`src/rtl/fetch_unit.sv`:
```
// fetch_unit: Y86 fetch stage.
// Owns F_predPC, reads the instruction at f_pc_i with 1-3 aligned word reads
// (req/ack handshake), splits it into fields and computes valP / predPC.
// Ports:
//   clk, rst                  clock, asynchronous active-high reset
//   f_pc_i, f_redirect_i      selected PC, redirect pulse
//   F_predPC_o                predicted-PC register back to the PC selector
//   imem_req_o/addr_o         word read request (held until ack), aligned address
//   imem_ack_i/err_i/rdata_i  read completion, fault flag, little-endian data
//   f_valid_o, d_ready_i      decoded instruction handshake to the D stage
//   f_icode_o .. f_stat_o     decoded fields, valC, valP, status
module fetch_unit #(
   parameter logic [31:0] RESET_PC    = 32'h0,
   parameter int unsigned TIMEOUT_CYC = 255
) (
   input  logic        clk,
   input  logic        rst,
   input  logic [31:0] f_pc_i,
   input  logic        f_redirect_i,
   output logic [31:0] F_predPC_o,
   output logic        imem_req_o,
   output logic [31:0] imem_addr_o,
   input  logic        imem_ack_i,
   input  logic        imem_err_i,
   input  logic [31:0] imem_rdata_i,
   output logic        f_valid_o,
   input  logic        d_ready_i,
   output logic [3:0]  f_icode_o,
   output logic [3:0]  f_ifun_o,
   output logic [3:0]  f_rA_o,
   output logic [3:0]  f_rB_o,
   output logic [31:0] f_valC_o,
   output logic [31:0] f_valP_o,
   output logic [2:0]  f_stat_o
);

   localparam logic [2:0] STAT_AOK = 3'd1;
   localparam logic [2:0] STAT_HLT = 3'd2;
   localparam logic [2:0] STAT_ADR = 3'd3;
   localparam logic [2:0] STAT_INS = 3'd4;
   localparam logic [7:0] TO_LAST  = 8'(TIMEOUT_CYC - 1);

   typedef enum logic [2:0] {
      S_IDLE,
      S_REQ,
      S_WAIT_DRAIN,
      S_VALID,
      S_STOPPED
   } state_t;

   state_t      state_q, state_d;
   logic [31:0] pc_q, pc_d;
   logic [31:0] predpc_q, predpc_d;
   logic        req_q, req_d;
   logic [31:0] addr_q, addr_d;
   logic [1:0]  wcnt_q, wcnt_d;
   logic [7:0]  to_q, to_d;
   logic [31:0] w0_q, w0_d;
   logic [31:0] w1_q, w1_d;
   logic        valid_q, valid_d;
   logic [3:0]  icode_q, icode_d;
   logic [3:0]  ifun_q, ifun_d;
   logic [3:0]  ra_q, ra_d;
   logic [3:0]  rb_q, rb_d;
   logic [31:0] valc_q, valc_d;
   logic [31:0] valp_q, valp_d;
   logic [2:0]  stat_q, stat_d;

   logic [71:0] line;
   logic [47:0] ib;
   logic [3:0]  dec_icode;
   logic [3:0]  dec_ifun;
   logic [2:0]  dec_len;
   logic [3:0]  span;
   logic        dec_last;
   logic [3:0]  dec_ra;
   logic [3:0]  dec_rb;
   logic [31:0] dec_valc;
   logic [31:0] dec_valp;
   logic [2:0]  dec_stat;
   logic        fault;
   logic        done;

   function automatic logic [2:0] ins_len(input logic [3:0] ic);
      case (ic)
         4'h2, 4'h6, 4'hA, 4'hB: ins_len = 3'd2;
         4'h7, 4'h8:             ins_len = 3'd5;
         4'h3, 4'h4, 4'h5:       ins_len = 3'd6;
         default:                ins_len = 3'd1;
      endcase
   endfunction

   function automatic logic has_regs(input logic [3:0] ic);
      case (ic)
         4'h2, 4'h3, 4'h4, 4'h5, 4'h6, 4'hA, 4'hB: has_regs = 1'b1;
         default:                                  has_regs = 1'b0;
      endcase
   endfunction

   // Instruction bytes never extend past byte 0 of the third word, so the
   // assembled line is 9 bytes. The word arriving this cycle is merged in so
   // the final ack can be decoded without an extra cycle.
   always_comb begin
      line = {8'h00, w1_q, w0_q};
      case (wcnt_q)
         2'd0:    line[31:0]  = imem_rdata_i;
         2'd1:    line[63:32] = imem_rdata_i;
         2'd2:    line[71:64] = imem_rdata_i[7:0];
         default: ;
      endcase

      ib = line[47:0];
      case (pc_q[1:0])
         2'd1:    ib = line[55:8];
         2'd2:    ib = line[63:16];
         2'd3:    ib = line[71:24];
         default: ;
      endcase

      dec_icode = ib[7:4];
      dec_ifun  = ib[3:0];
      dec_len   = ins_len(dec_icode);
      // (offset + len - 1) >> 2 is the index of the last word needed
      span      = {2'b00, pc_q[1:0]} + {1'b0, dec_len} - 4'd1;
      dec_last  = (wcnt_q == span[3:2]);

      dec_ra = 4'hF;
      dec_rb = 4'hF;
      if (has_regs(dec_icode)) begin
         dec_ra = ib[15:12];
         dec_rb = ib[11:8];
      end

      case (dec_icode)
         4'h7, 4'h8:       dec_valc = ib[39:8];
         4'h3, 4'h4, 4'h5: dec_valc = ib[47:16];
         default:          dec_valc = '0;
      endcase

      dec_valp = pc_q + {29'd0, dec_len};

      if (dec_icode == 4'h0)
         dec_stat = STAT_HLT;
      else if (dec_icode > 4'hB)
         dec_stat = STAT_INS;
      else
         dec_stat = STAT_AOK;

      fault = imem_ack_i ? imem_err_i : (to_q == TO_LAST);
      done  = fault || (imem_ack_i && dec_last);
   end

   always_comb begin
      state_d  = state_q;
      pc_d     = pc_q;
      predpc_d = predpc_q;
      req_d    = req_q;
      addr_d   = addr_q;
      wcnt_d   = wcnt_q;
      to_d     = to_q;
      w0_d     = w0_q;
      w1_d     = w1_q;
      valid_d  = valid_q;
      icode_d  = icode_q;
      ifun_d   = ifun_q;
      ra_d     = ra_q;
      rb_d     = rb_q;
      valc_d   = valc_q;
      valp_d   = valp_q;
      stat_d   = stat_q;

      case (state_q)
         S_IDLE: begin
            pc_d    = f_pc_i;
            req_d   = 1'b1;
            addr_d  = {f_pc_i[31:2], 2'b00};
            wcnt_d  = '0;
            to_d    = '0;
            state_d = S_REQ;
         end

         S_REQ: begin
            if (done) begin
               req_d   = 1'b0;
               valid_d = 1'b1;
               to_d    = '0;
               state_d = S_VALID;
               icode_d = dec_icode;
               ifun_d  = dec_ifun;
               ra_d    = dec_ra;
               rb_d    = dec_rb;
               valc_d  = dec_valc;
               valp_d  = dec_valp;
               stat_d  = dec_stat;
               if (fault) begin
                  // icode/ifun survive only if word 0 was already captured
                  if (wcnt_q == 2'd0) begin
                     icode_d = '0;
                     ifun_d  = '0;
                  end
                  ra_d   = 4'hF;
                  rb_d   = 4'hF;
                  valc_d = '0;
                  valp_d = pc_q;
                  stat_d = STAT_ADR;
               end
            end else if (imem_ack_i) begin
               if (wcnt_q == 2'd0)
                  w0_d = imem_rdata_i;
               else
                  w1_d = imem_rdata_i;
               wcnt_d = wcnt_q + 2'd1;
               addr_d = addr_q + 32'd4;
               to_d   = '0;
            end else begin
               to_d = to_q + 8'd1;
            end
         end

         S_WAIT_DRAIN: begin
            // Data of the abandoned read is dropped; a timed-out drain also
            // moves on so the stage cannot wedge on a dead memory.
            if (imem_ack_i || (to_q == TO_LAST)) begin
               req_d   = 1'b1;
               addr_d  = {pc_q[31:2], 2'b00};
               wcnt_d  = '0;
               to_d    = '0;
               state_d = S_REQ;
            end else begin
               to_d = to_q + 8'd1;
            end
         end

         S_VALID: begin
            if (d_ready_i) begin
               valid_d  = 1'b0;
               predpc_d = ((icode_q == 4'h7) || (icode_q == 4'h8)) ? valc_q : valp_q;
               state_d  = (stat_q == STAT_AOK) ? S_IDLE : S_STOPPED;
            end
         end

         S_STOPPED: ;

         default: state_d = S_IDLE;
      endcase

      // Redirect overrides whatever the state logic chose this cycle,
      // including a transfer or the completing ack.
      if (f_redirect_i) begin
         pc_d     = f_pc_i;
         valid_d  = 1'b0;
         predpc_d = predpc_q;
         wcnt_d   = '0;
         to_d     = '0;
         req_d    = 1'b1;
         if (req_q && !imem_ack_i) begin
            addr_d  = addr_q;
            state_d = S_WAIT_DRAIN;
         end else begin
            addr_d  = {f_pc_i[31:2], 2'b00};
            state_d = S_REQ;
         end
      end
   end

   always_ff @(posedge clk or posedge rst) begin
      if (rst) begin
         state_q  <= S_IDLE;
         pc_q     <= '0;
         predpc_q <= RESET_PC;
         req_q    <= 1'b0;
         addr_q   <= '0;
         wcnt_q   <= '0;
         to_q     <= '0;
         w0_q     <= '0;
         w1_q     <= '0;
         valid_q  <= 1'b0;
         icode_q  <= '0;
         ifun_q   <= '0;
         ra_q     <= '0;
         rb_q     <= '0;
         valc_q   <= '0;
         valp_q   <= '0;
         stat_q   <= '0;
      end else begin
         state_q  <= state_d;
         pc_q     <= pc_d;
         predpc_q <= predpc_d;
         req_q    <= req_d;
         addr_q   <= addr_d;
         wcnt_q   <= wcnt_d;
         to_q     <= to_d;
         w0_q     <= w0_d;
         w1_q     <= w1_d;
         valid_q  <= valid_d;
         icode_q  <= icode_d;
         ifun_q   <= ifun_d;
         ra_q     <= ra_d;
         rb_q     <= rb_d;
         valc_q   <= valc_d;
         valp_q   <= valp_d;
         stat_q   <= stat_d;
      end
   end

   assign F_predPC_o  = predpc_q;
   assign imem_req_o  = req_q;
   assign imem_addr_o = addr_q;
   assign f_valid_o   = valid_q;
   assign f_icode_o   = icode_q;
   assign f_ifun_o    = ifun_q;
   assign f_rA_o      = ra_q;
   assign f_rB_o      = rb_q;
   assign f_valC_o    = valc_q;
   assign f_valP_o    = valp_q;
   assign f_stat_o    = stat_q;

endmodule

```
`config.mk`:
```
export PLATFORM = sky130hd
export DESIGN_NAME = fetch_unit
export DESIGN_NICKNAME = d
export VERILOG_FILES = /design/src/rtl/fetch_unit.sv
export SDC_FILE = /design/constraint.sdc
export NUM_CORES = 1
export LEC_CHECK = 0
export CORE_MARGIN = 4
export CORE_UTILIZATION = 40
export CTS_CLUSTER_SIZE = 10
export DETAILED_ROUTE_END_ITERATION = 12
export PLACE_DENSITY_LB_ADDON = 0.1
export SYNTH_ARGS = -nofsm -noshare
export SYNTH_HDL_FRONTEND = slang
export SYNTH_SLANG_ARGS = --single-unit
```
`constraint.sdc`:
```
create_clock -name clk -period 16.4 [get_ports clk]
set_clock_uncertainty 0.05 [all_clocks]
set_input_delay 1.64 -clock clk [delete_from_list [all_inputs] [get_ports clk]]
set_output_delay 1.64 -clock clk [all_outputs]
set_load 0.01 [all_outputs]
```
# Yosys cells after proc, flatten, opt, wreduce, memory -nomap -nowiden
# Memory sizes are Yosys's and may differ from the RTL's.
# Cells that the tools add are included.
dict set report totals {
  reg_bits 258
  latchBits 0
  ram_bits 0
  rom_bits 48
  in_bits 70
  mem_count 1
}
dict set report classes {
  addsub 6
  multipliers 0
  div_mod_pow 0
  n_lt_le_gt_ge 1
  eq_ne 30
  shift 0
  muxes 54
  bitwise_logic 3
  reduce_logical 24
}
# memory words word_bits read_ports rd_clocked_by_memory_dff wr line
set memory_table {}
lappend memory_table {{(no name shown)} 16 3 1 0 0 85} ;# case (ic)
# op n
set ops {}
lappend ops {{two-way mux 32 bit} 12}
lappend ops {{one-hot mux 48 bit (3 select lines)} 1}
lappend ops {{one-hot mux 32 bit (3 select lines)} 1}
lappend ops {{one-hot mux 32 bit (2 select lines)} 1}
lappend ops {{two-way mux 8 bit} 5}
lappend ops {{adder 32 x 3 -> 32 bit} 1}
lappend ops {{adder 32 x 3 -> 32 bit (second input constant)} 1}
lappend ops {{two-way mux 4 bit} 8}
lappend ops {{two-way mux 3 bit} 8}
lappend ops {{one-hot mux 8 bit (3 select lines)} 1}
lappend ops {{== test 4 x 3 -> 1 bit (second input constant)} 5}
lappend ops {{== test 4 bit (second input constant)} 4}
lappend ops {{!= test 3 bit (second input constant)} 5}
lappend ops {{one-hot mux 3 bit (5 select lines)} 1}
lappend ops {{AND reduction 3 bit} 4}
lappend ops {{AND reduction 4 bit} 3}
lappend ops {{two-way mux 2 bit} 5}
lappend ops {{adder 8 x 1 -> 8 bit (second input constant)} 1}
lappend ops {{== test 4 x 2 -> 1 bit (second input constant)} 2}
lappend ops {{== test 8 bit (second input constant)} 1}
lappend ops {{two-way mux 1 bit} 8}
lappend ops {{OR reduction 7 bit} 1}
lappend ops {{== test 2 bit (second input constant)} 3}
lappend ops {{== test 3 x 1 -> 1 bit (second input constant)} 2}
lappend ops {{other kinds (26)} 34}

# Depth between registers and ports, before layout
# Gate-level depths: netlist (run 1).
# An unclocked memory read counts as a cell.
dict set report logic_depth {
  word_depth 12
  mapped_depth 21
  ltp_nobuf 17
}

# Worst setup path after synthesis (run 1)
# No wires, ideal clock.
dict set report synth_timing {
  kind {input to register}
  startpoint {in imem_rdata_i[29]}
  endpoint {reg w1_q[0]}
  setup_ns 0.128
  arrival_ns 5.314
  t_required_ns 16.222
  slack_ns 10.908
  cell_stages 17
  n_path_buf 2
  path_cell_list {mux4_2 -> mux2i_1 -> buf_2 -> o21ai_0 -> mux2i_1 -> inv_1 -> ha_1 -> nor2_1 -> fa_1 -> xnor2_1 -> nand3b_1 -> nor2_1 -> a22oi_1 -> nand3_1 -> nor3_2 -> buf_4 -> mux2_1}
}
dict set report synth_via {
  elab_chain_len 10
}
# item line
set synth_rtl {}
lappend synth_rtl {{start: declaration} 25} ;# input logic [31:0] imem_rdata_i,
lappend synth_rtl {{two-way mux 32 bit} --}
lappend synth_rtl {{one-hot mux 48 bit (3 select lines)} 113} ;# case (pc_q[1:0])
lappend synth_rtl {{memory read (16 x 3 bit)} --}
lappend synth_rtl {{adder 2 x 3 -> 4 bit} 124} ;# span = {2'b00, pc_q[1:0]} + {1'b0, dec_len} - 4'd1;
lappend synth_rtl {{subtractor 4 x 1 -> 4 bit} 124}
lappend synth_rtl {{== test 2 bit} 125} ;# dec_last = (wcnt_q == span[3:2]);
lappend synth_rtl {{logical AND 1 bit} 150} ;# done = fault || (imem_ack_i && dec_last);
lappend synth_rtl {{logical OR 1 bit} 150}
lappend synth_rtl {{inverter 1 bit (no source line)} --}
lappend synth_rtl {{AND reduction 4 bit (no source line)} --}
lappend synth_rtl {{end signal: assignment} 294} ;# w1_q <= w1_d;
lappend synth_rtl {{end: declaration} 59} ;# logic [31:0] w1_q, w1_d;
# Every way passes these cells.
# A chain may end at the register's enable or synchronous reset.

# Worst setup path in the final report (run 1)
dict set report layout_timing {
  startpoint {in imem_rdata_i[5]}
  endpoint {reg addr_q[3], in the netlist imem_addr_o[3]}
}
dict set report layout_via {
  elab_chain_len 10
}
# item line
set layout_rtl {}
lappend layout_rtl {{two-way mux 32 bit} --}
lappend layout_rtl {{one-hot mux 48 bit (3 select lines)} 113}
lappend layout_rtl {{memory read (16 x 3 bit)} --}
lappend layout_rtl {{adder 2 x 3 -> 4 bit} 124}
lappend layout_rtl {{subtractor 4 x 1 -> 4 bit} 124}
lappend layout_rtl {{== test 2 bit} 125}
lappend layout_rtl {{logical AND 1 bit} 150}
lappend layout_rtl {{logical OR 1 bit} 150}
lappend layout_rtl {{!= test 3 bit (no source line)} --}
lappend layout_rtl {{AND reduction 5 bit (no source line)} --}
lappend layout_rtl {{end signal: assignment} 290} ;# addr_q <= addr_d;
lappend layout_rtl {{end: declaration} 55} ;# logic [31:0] addr_q, addr_d;
# Every way passes these cells.

==> flow_metrics.tcl, run 1 <==
set metrics [dict create \
    status "finished, final reports clean" \
    start_kind "input pin" \
    ant_nets 0 \
    drt_pass1_iterations 5 \
    synth.area.top_cells "dfrtp_1, mux2_2, mux2i_1, nand2_1, o21ai_0" \
    max-cap-violations 0 \
    fin_crit_sh 0.417 \
    rsz0062_at_grt "no" \
    syn2layout_area_growth_pct 24.2 \
    boundaryPins 219 \
    cp-startpoint "imem_rdata_i[5]" \
    num_antenna_cells 0 \
    synth_commonest_cells "dfrtp_1, nand2_1, o21ai_0" \
    grt_antenna_before_repair 0 \
    clock_latency_ns 0.58 \
    synth_area_leader_cell "dfrtp_1" \
    r2r_start "pc_q[1]" \
    dpl.hpwl_microns 34800 \
    track_usage 0.239 \
    core_sq_um 35400 \
    fin_crit_ns 6.84 \
    syn_area_per_cell_sq_um 9.76 \
    leakagePower_uw 0.00755 \
    cts-resized-gates 0 \
    layout.nets 1714 \
    hold_depth 1 \
    r2r_slack_ns 9.69 \
    drt_iter0_drc 1053 \
    synthArstFlopShare 1.00 \
    drive_above_1_share 0.118 \
    clockBufferDepth 3 \
    post_cts_buffers 0 \
    synth_cell_type_count 69 \
    synthesis.area_sq_um 14300 \
    min_path_type "register to register" \
    drt_wl_total_microns 47700 \
    synth_edf_count 0 \
    grt_max_degree 120 \
    hold_viol 0 \
    start_util 0.404 \
    fin_util 0.502 \
    vias_per_cell 5.74 \
    cp_data_arrival_time_ns 7.25 \
    drc_errors 0 \
    worst_pin_slew_ns 1.16 \
    wire_per_inst_microns 22.6 \
    post-synth-top-count-cell "dfrtp_1" \
    critical_path_class "input pin to register" \
    crit_required_ns 16.81 \
    ys_seq_elements 256 \
    place.gp.congestion 0.898 \
    cts_tree "yes" \
    cts.sinks 256 \
    r2r_cells 17 \
    ir_drop_mv 0.109 \
    tns_ns 0 \
    cts_made_buffers 31 \
    cp-endpoint "imem_addr_o[3]" \
    path_max_fanout 21 \
    grt.overflow.total 0 \
    grt_pass1_vias 11500 \
    fmax_mhz 146 \
    ys.flop_type "dfrtp_1" \
    die_h_microns 197 \
    synth_top_cell_area_share 0.448 \
    synth_seq_area_share 0.448 \
    cts_hold_buf 0 \
    grt_first_pass_wirelength_microns 72700 \
    cts_root_buffer "clkbuf_16" \
    crit_path_end_kind "register" \
    vias 12100 \
    setup_viol 0 \
    die_w_microns 197 \
    io_buffers 216 \
    crit-reg2reg-capture "imem_addr_o[3]" \
    yosys_warnings 0 \
    maxSlewHeadroom 0.222 \
    cts.htree.levels 1 \
    p_total_uw 3490 \
    rows 69 \
    clk_pin_slew_ns 0.06 \
    postSynthCellCount 1466 \
    drv_slew 0 \
    dieArea_sq_um 38900 \
    power_density_nw_per_um2 196 \
]
[power by group]
part | leakage, uW | total (uW) | internal (uW) | switching, uW
Clock | 0.000453 | 657 | 388 | 269
Sequential | 0.00321 | 1160 | 888 | 270
Combinational | 0.00388 | 1670 | 760 | 911
Total | 0.00755 | 3490 | 2040 | 1450
[cell usage in the layout (no fill, tap or decap), types with 17 or more instances in the layout]
cell	Yosys	layout
o21ai_0	119	119
nand2_1	208	208
mux2_1	32	32
mux2i_1	88	88
o22ai_1	27	27
nand4_1	17	17
clkdlybuf4s50_1	0	216
nor2_1	95	93
a31oi_1	28	26
o221ai_1	19	19
a22oi_1	27	27
dfrtp_1	256	255
o21ai_1	46	45
inv_1	22	21
nand3_1	27	27
mux2_2	86	86
a21oi_1	40	39
xor2_1	23	23
buf_4	6	22
clkbuf_16	0	31
[cell type report]
type / count / area [sq um]
Fill cell: 3336 / 17600
Clock inverter: 3 / 80.1
Multi-Input combinational cell: 1082 / 7430
Tap cell: 461 / 577
Timing Repair Buffer: 238 / 2330
Clock buffer: 44 / 855
Sequential cell: 256 / 6410
Inverter: 22 / 90.1
[critical path, cell delays in order]
cell	delay (ns)
clkdlybuf4s50_1	0.50
mux4_2	0.52
mux2i_1	0.68
o21ai_0	0.22
mux2i_1	0.29
inv_1	0.10
ha_1	0.30
nor2_1	0.12
fa_1	0.43
xnor2_1	0.16
nand3b_1	0.12
nor2_1	0.07
a22oi_1	0.37
nand3_1	0.25
buf_4	0.29
o21ai_1	0.77
mux2_2	0.41
[logic make-up (layout without fill, tap and decap cells)]
family	count (synthesis)	count (layout)	synth area share
multiplexers	227	227	0.182
AND/OR/NAND/NOR	427	427	0.134
AO/OA/AOI/OAI	379	379	0.165
adder cells (fa/ha/maj)	13	13	0.0124
other	1	2	0.000262
flip-flops	256	256	0.448
buffers and inverters	129	307	0.0377
XOR/XNOR	34	34	0.0208
[worst min path at each step]
stage                          end            from
floorplan                 w1_q[15]        w1_q[15]
global placement    F_predPC_o[28]  F_predPC_o[28]
detailed placement     f_ifun_o[3]     f_ifun_o[3]
CTS                    f_ifun_o[3]     f_ifun_o[3]
global route              w1_q[26]        w1_q[26]
finish                    w1_q[27]        w1_q[27]
[per-stage QoR]
| step | hold slack, ns | setup WS (ns) | cell area [sq um] | std cells |
|---|---|---|---|---|
| after detailed placement | 0.417 | 9.01 | 16800 | 2059 |
| after CTS | 0.429 | 9.60 | 17800 | 2106 |
| after global routing | 0.443 | 9.10 | 17800 | 2106 |
| after floorplan | 0.404 | 7.67 | 14300 | 1467 |
| after global placement | 0.410 | 9.17 | 16800 | 2059 |
| final | 0.427 | 9.56 | 17800 | 2106 |
[metal layers]
metal / GRT usage / wire length [microns] / up-vias
li1: - / - / 5672
met5: 0 / 0 / -
met4: 0.0570 / 1200 / 0
met1: 0.369 / 22900 / 5974
met2: 0.357 / 20900 / 393
met3: 0.0321 / 2700 / 58
[flip-flops by register name (all words and copies together) (netlist names), 8 cells and up]
register     flops
imem_addr_o     30
pc_q            32
F_predPC_o      32
f_valP_o        32
w0_q            32
w1_q            32
f_valC_o        32
to_q             8
Power figures use the tool's default switching activity.
==> inputs of run 2 (changes only) <==
==> constraint.sdc (replaced) <==
create_clock -name clk -period 5.65 [get_ports clk]
set_clock_uncertainty 0.05 [all_clocks]
set_input_delay 0.565 -clock clk [delete_from_list [all_inputs] [get_ports clk]]
set_output_delay 0.565 -clock clk [all_outputs]
set_load 0.01 [all_outputs]
==> run 2 against run 1 <==
Register-to-register slack got worse by 9.2 ns. Global-route usage is 0.18 points lower. Non-clock buffer count grew 16. Via count about the same. Cell area increased by 0.73%. Sequential power increased to 2.9 times the previous value. Highest routed layer unchanged. Die area unchanged. Clock power grew to 2.7 times the previous value. First-iteration DRC count shrank 13%. Cell count up 0.76%. Critical path type is now register to register.
==> flow_metrics.tcl, run 2 (synthesis results as in run 1) <==
set metrics [dict create \
    crit_path_end_kind "register" \
    track_usage 0.237 \
    vias 12100 \
    grt_pass1_vias 11600 \
    cts.htree.levels 1 \
    drive_above_1_share 0.126 \
    r2r_slack_ns 0.50 \
    dieArea_sq_um 38900 \
    fmax_mhz 194 \
    max-cap-violations 0 \
    drt_pass1_iterations 5 \
    cp_data_arrival_time_ns 5.53 \
    start_kind "register" \
    grt_first_pass_wirelength_microns 72800 \
    grt_antenna_before_repair 0 \
    setup_viol 0 \
    cts.sinks 256 \
    final_common_cell "dfrtp_1" \
    critPathMaxStageDelay_ns 0.45 \
    io_buffers 216 \
    power_density_nw_per_um2 564 \
    drv_slew 0 \
    die_w_microns 197 \
    cp_cell_sequence "inv_1 > ha_4 > buf_4 > mux4_2 > mux2i_4 > o21ai_0 > mux2i_1 > inv_1 > ha_1 > nor2_1 > fa_1 > xnor2_1 > nand3_1 > nor2_1 > a22oi_1 > nand3_1 > nor3_4 > buf_12 > mux2_1" \
    path_depth 19 \
    crit_required_ns 6.03 \
    top_usage_layer "met1" \
    cts_root_buffer "clkbuf_16" \
    place.gp.congestion 0.929 \
    r2r_cells 19 \
    cpMaxStageDelayCell "fa_1" \
    maxSlewHeadroom 0.276 \
    critical_path_class "register to register" \
    path_max_fanout 32 \
    fillCellCount 3336 \
    clk_pin_slew_ns 0.06 \
    post_cts_buffers 0 \
    grt_max_degree 126 \
    min_path_type "register to register" \
    leakagePower_uw 0.00761 \
    dpl.hpwl_microns 35200 \
    fin_crit_sh 0.912 \
    layout.nets 1730 \
    vias_per_cell 5.70 \
    hold_viol 0 \
    worst_pin_slew_ns 1.08 \
    final_cell_mix "dfrtp_1, clkdlybuf4s50_1, nand2_1" \
    rows 69 \
    crit-reg2reg-capture "w1_q[13]" \
    path_buf_inv 4 \
    clock_latency_ns 0.56 \
    p_total_uw 10100 \
    met3_usage 0.0375 \
    grtUsageMet1 0.365 \
    cts_hold_buf 0 \
    drt_wl_total_microns 47300 \
    grt_use_met2 0.353 \
    tns_ns 0 \
    num_antenna_cells 0 \
    fin_crit_ns 5.15 \
    drc_errors 0 \
    grt.overflow.total 0 \
    drt_iter0_drc 913 \
    boundaryPins 219 \
    die_h_microns 197 \
    wire_per_inst_microns 22.3 \
    r2r_start "wcnt_q[0]" \
    clockBufferDepth 3 \
    hp-start "F_predPC_o[21]" \
    cts_made_buffers 31 \
    holdPathEnd "F_predPC_o[21]" \
    cts_tree "yes" \
    hold_depth 2 \
    start_util 0.404 \
    status "finished, final reports clean" \
    critPathTopFamily "multiplexers" \
    cts-resized-gates 0 \
    ant_nets 0 \
    rsz0062_at_grt "no" \
    syn2layout_area_growth_pct 25.1 \
    core_sq_um 35400 \
    ir_drop_mv 0.283 \
]
run 2: cell count changes in the layout (fill, tap and decap cells not counted):
cell and delta:
inv_16 -1, ha_4 +1, ha_2 -1, buf_4 +11, clkinv_2 +1, inv_8 -1, buf_12 +5, bufinv_16 -2
inv_6 +1, clkinvlp_4 +2
run 2: how the worst max path moves through the flow:
stage | from | end
after global routing | wcnt_q[0] | imem_addr_o[20]
after global placement | imem_rdata_i[28] | w1_q[10]
after CTS | wcnt_q[0] | w1_q[13]
after detailed placement | imem_rdata_i[20] | w1_q[6]
final | wcnt_q[0] | w1_q[13]
after floorplan | wcnt_q[0] | w1_q[0]
run 2: power by group:
group	internal (uW)	total, uW	switching (uW)	leakage (uW)
sequential	2580	3370	792	0.00321
combinational	2290	4940	2650	0.00397
clock	1030	1790	759	0.000424
run 2: metrics by stage:
step                      instances  utilization  area [sq um]  hold WS [ns]  setup WS (ns)
final                          2122        0.506         17900         0.428          0.500
after global routing           2122        0.506         17900         0.442          0.182
after CTS                      2122        0.505         17900         0.433          0.352
after detailed placement       2075        0.481         17000         0.421          0.310
after global placement         2075        0.481         17000         0.409          0.419
after floorplan                1467            -         14300         0.404           1.06
run 2: tightest hold or removal path, stage by stage (launching register included):
cell and delay (ns):
dfrtp_1 0.34, nand2_1 0.05, o21ai_0 0.06
run 2: cell type report:
type                            instances  area [sq um]  area share
Clock buffer                           44           855      0.0477
Clock inverter                          3          21.3     0.00119
Inverter                               22          86.3     0.00482
Multi-Input combinational cell       1082          7440       0.416
Sequential cell                       256          6410       0.358
Tap cell                              461           577      0.0322
Timing Repair Buffer                  254          2510       0.140
run 2: metal layers:
| metal | part of all wire | wire length, microns |
|---|---|---|
| met5 | 0 | 0 |
| met1 | 0.48 | 22900 |
| met4 | 0.022 | 1060 |
| met2 | 0.44 | 20700 |
| met3 | 0.058 | 2730 |
==> inputs of run 3 (changes only) <==
--- a/config.mk
+++ b/config.mk
@@ -9,7 +9,7 @@
 export CORE_UTILIZATION = 40
 export CTS_CLUSTER_SIZE = 10
 export DETAILED_ROUTE_END_ITERATION = 12
-export PLACE_DENSITY_LB_ADDON = 0.1
+export PLACE_DENSITY_LB_ADDON = 0.2
 export SYNTH_ARGS = -nofsm -noshare
 export SYNTH_HDL_FRONTEND = slang
 export SYNTH_SLANG_ARGS = --single-unit
==> run 3 against run 2 <==
Cell count about the same. Setup slack worse by 0.036 ns. Clock power about the same. Worst hold slack worse by 0.0023 ns. Combinational power about the same. Highest routed layer unchanged. Sequential share of layout area about the same. Largest cell class unchanged.
==> flow_metrics.tcl, run 3 (synthesis results as in run 1) <==
set metrics [dict create \
    fmax_mhz 193 \
    start_kind "register" \
    boundaryPins 219 \
    grt.overflow.total 0 \
    wire_per_inst_microns 21.7 \
    stdcell_area_sq_um 17900 \
    die_w_microns 197 \
    grt_pass1_vias 11700 \
    num_antenna_cells 0 \
    post_cts_buffers 0 \
    io_buffers 216 \
    cts-resized-gates 0 \
    drive_above_1_share 0.129 \
    die_h_microns 197 \
    drc_errors 0 \
    critical_path_class "register to register" \
    fin_crit_sh 0.918 \
    drt_wl_total_microns 46200 \
    seq_area_sq_um 6410 \
    crit_required_ns 6.03 \
    r2r_cells 17 \
    crit_path_end_kind "register" \
    track_usage 0.229 \
    cts_tree "yes" \
    dpl.hpwl_microns 33900 \
    clock_latency_ns 0.56 \
    dieArea_sq_um 38900 \
    grt_antenna_before_repair 0 \
    hold_depth 2 \
    cp_data_arrival_time_ns 5.56 \
    p_total_uw 10100 \
    drt_iter0_drc 962 \
    tns_ns 0 \
    worst_pin_slew_ns 0.972 \
    clockBufferDepth 3 \
    max-cap-violations 0 \
    fillCellCount 3249 \
    post-place-ws_ns 0.219 \
    clk_pin_slew_ns 0.06 \
    leakagePower_uw 0.00763 \
    path_max_fanout 17 \
    ir_drop_mv 0.248 \
    hold_ws_ns 0.425 \
    dpl_cell_area_sq_um 17000 \
    fin_ws_ns 0.464 \
    rows 69 \
    vias 12200 \
    status "finished, final reports clean" \
    cts.sinks 256 \
    setup_viol 0 \
    cts_hold_buf 0 \
    layout.nets 1733 \
    grt_max_degree 154 \
    final_common_cell "dfrtp_1" \
    hold_viol 0 \
    place.gp.congestion 0.876 \
    min_path_type "register to register" \
    final_cell_mix "dfrtp_1, clkdlybuf4s50_1, nand2_1" \
    cts_made_buffers 31 \
    fin_crit_ns 5.19 \
    start_util 0.404 \
    multi_input_area_sq_um 7430 \
    syn2layout_area_growth_pct 25.2 \
    drt_pass1_iterations 5 \
    power_density_nw_per_um2 563 \
    vias_per_cell 5.74 \
    maxSlewHeadroom 0.350 \
    drv_slew 0 \
    ant_nets 0 \
    grt_first_pass_wirelength_microns 70500 \
    cts_root_buffer "clkbuf_16" \
    core_sq_um 35400 \
    cts.htree.levels 1 \
    rsz0062_at_grt "no" \
]
## run 3: routing by layer
metal  up-vias  part of all wire  track usage
met4         0             0.018       0.0426
met3        55             0.065       0.0350
met1      6009              0.45        0.335
li1       5689                 -            -
met2       436              0.46        0.366
met5         -                 0            0
## run 3: power by group
part	leakage, uW	switching (uW)	internal (uW)
logic	0.00399	2610	2300
registers	0.00321	796	2580
clock network	0.000429	746	1060
total	0.00763	4150	5930
## run 3: final cells by class
class	count	area share
sequential	256	0.358
clock buffer	41	0.0465
timing repair buffer	257	0.141
inverter	22	0.00482
tap	461	0.0322
multi-input combinational	1082	0.415
clock inverter	4	0.00286
## run 3: critical path, cell delays in order, from the launching register on
cell and delay (ns):
dfrtp_1 0.41, inv_1 0.13, ha_2 0.51, mux4_2 0.48
mux2_2 0.36, mux2i_1 0.25, inv_1 0.10, ha_1 0.30
nor2_1 0.12, fa_1 0.44, xnor2_1 0.15, nand3b_1 0.11
nor2_1 0.07, a22oi_1 0.36, nand3_2 0.34, buf_4 0.32
o41ai_1 0.43, a21oi_1 0.11
## run 3: per-stage QoR
step	util	instances
after floorplan	-	1467
after global placement	0.481	2078
after detailed placement	0.481	2078
after CTS	0.506	2123
after global routing	0.506	2123
final	0.506	2123
## run 3: final timing paths
path                                 from  slack [ns]             end
max reg2reg                     wcnt_q[0]        0.46  imem_addr_o[9]
min in group asynchronous             rst        0.45        w1_q[17]
max in group asynchronous             rst        3.79        pc_q[22]
max                             wcnt_q[0]        0.46  imem_addr_o[9]
min reg2reg                F_predPC_o[13]        0.43  F_predPC_o[13]
min                        F_predPC_o[13]        0.43  F_predPC_o[13]
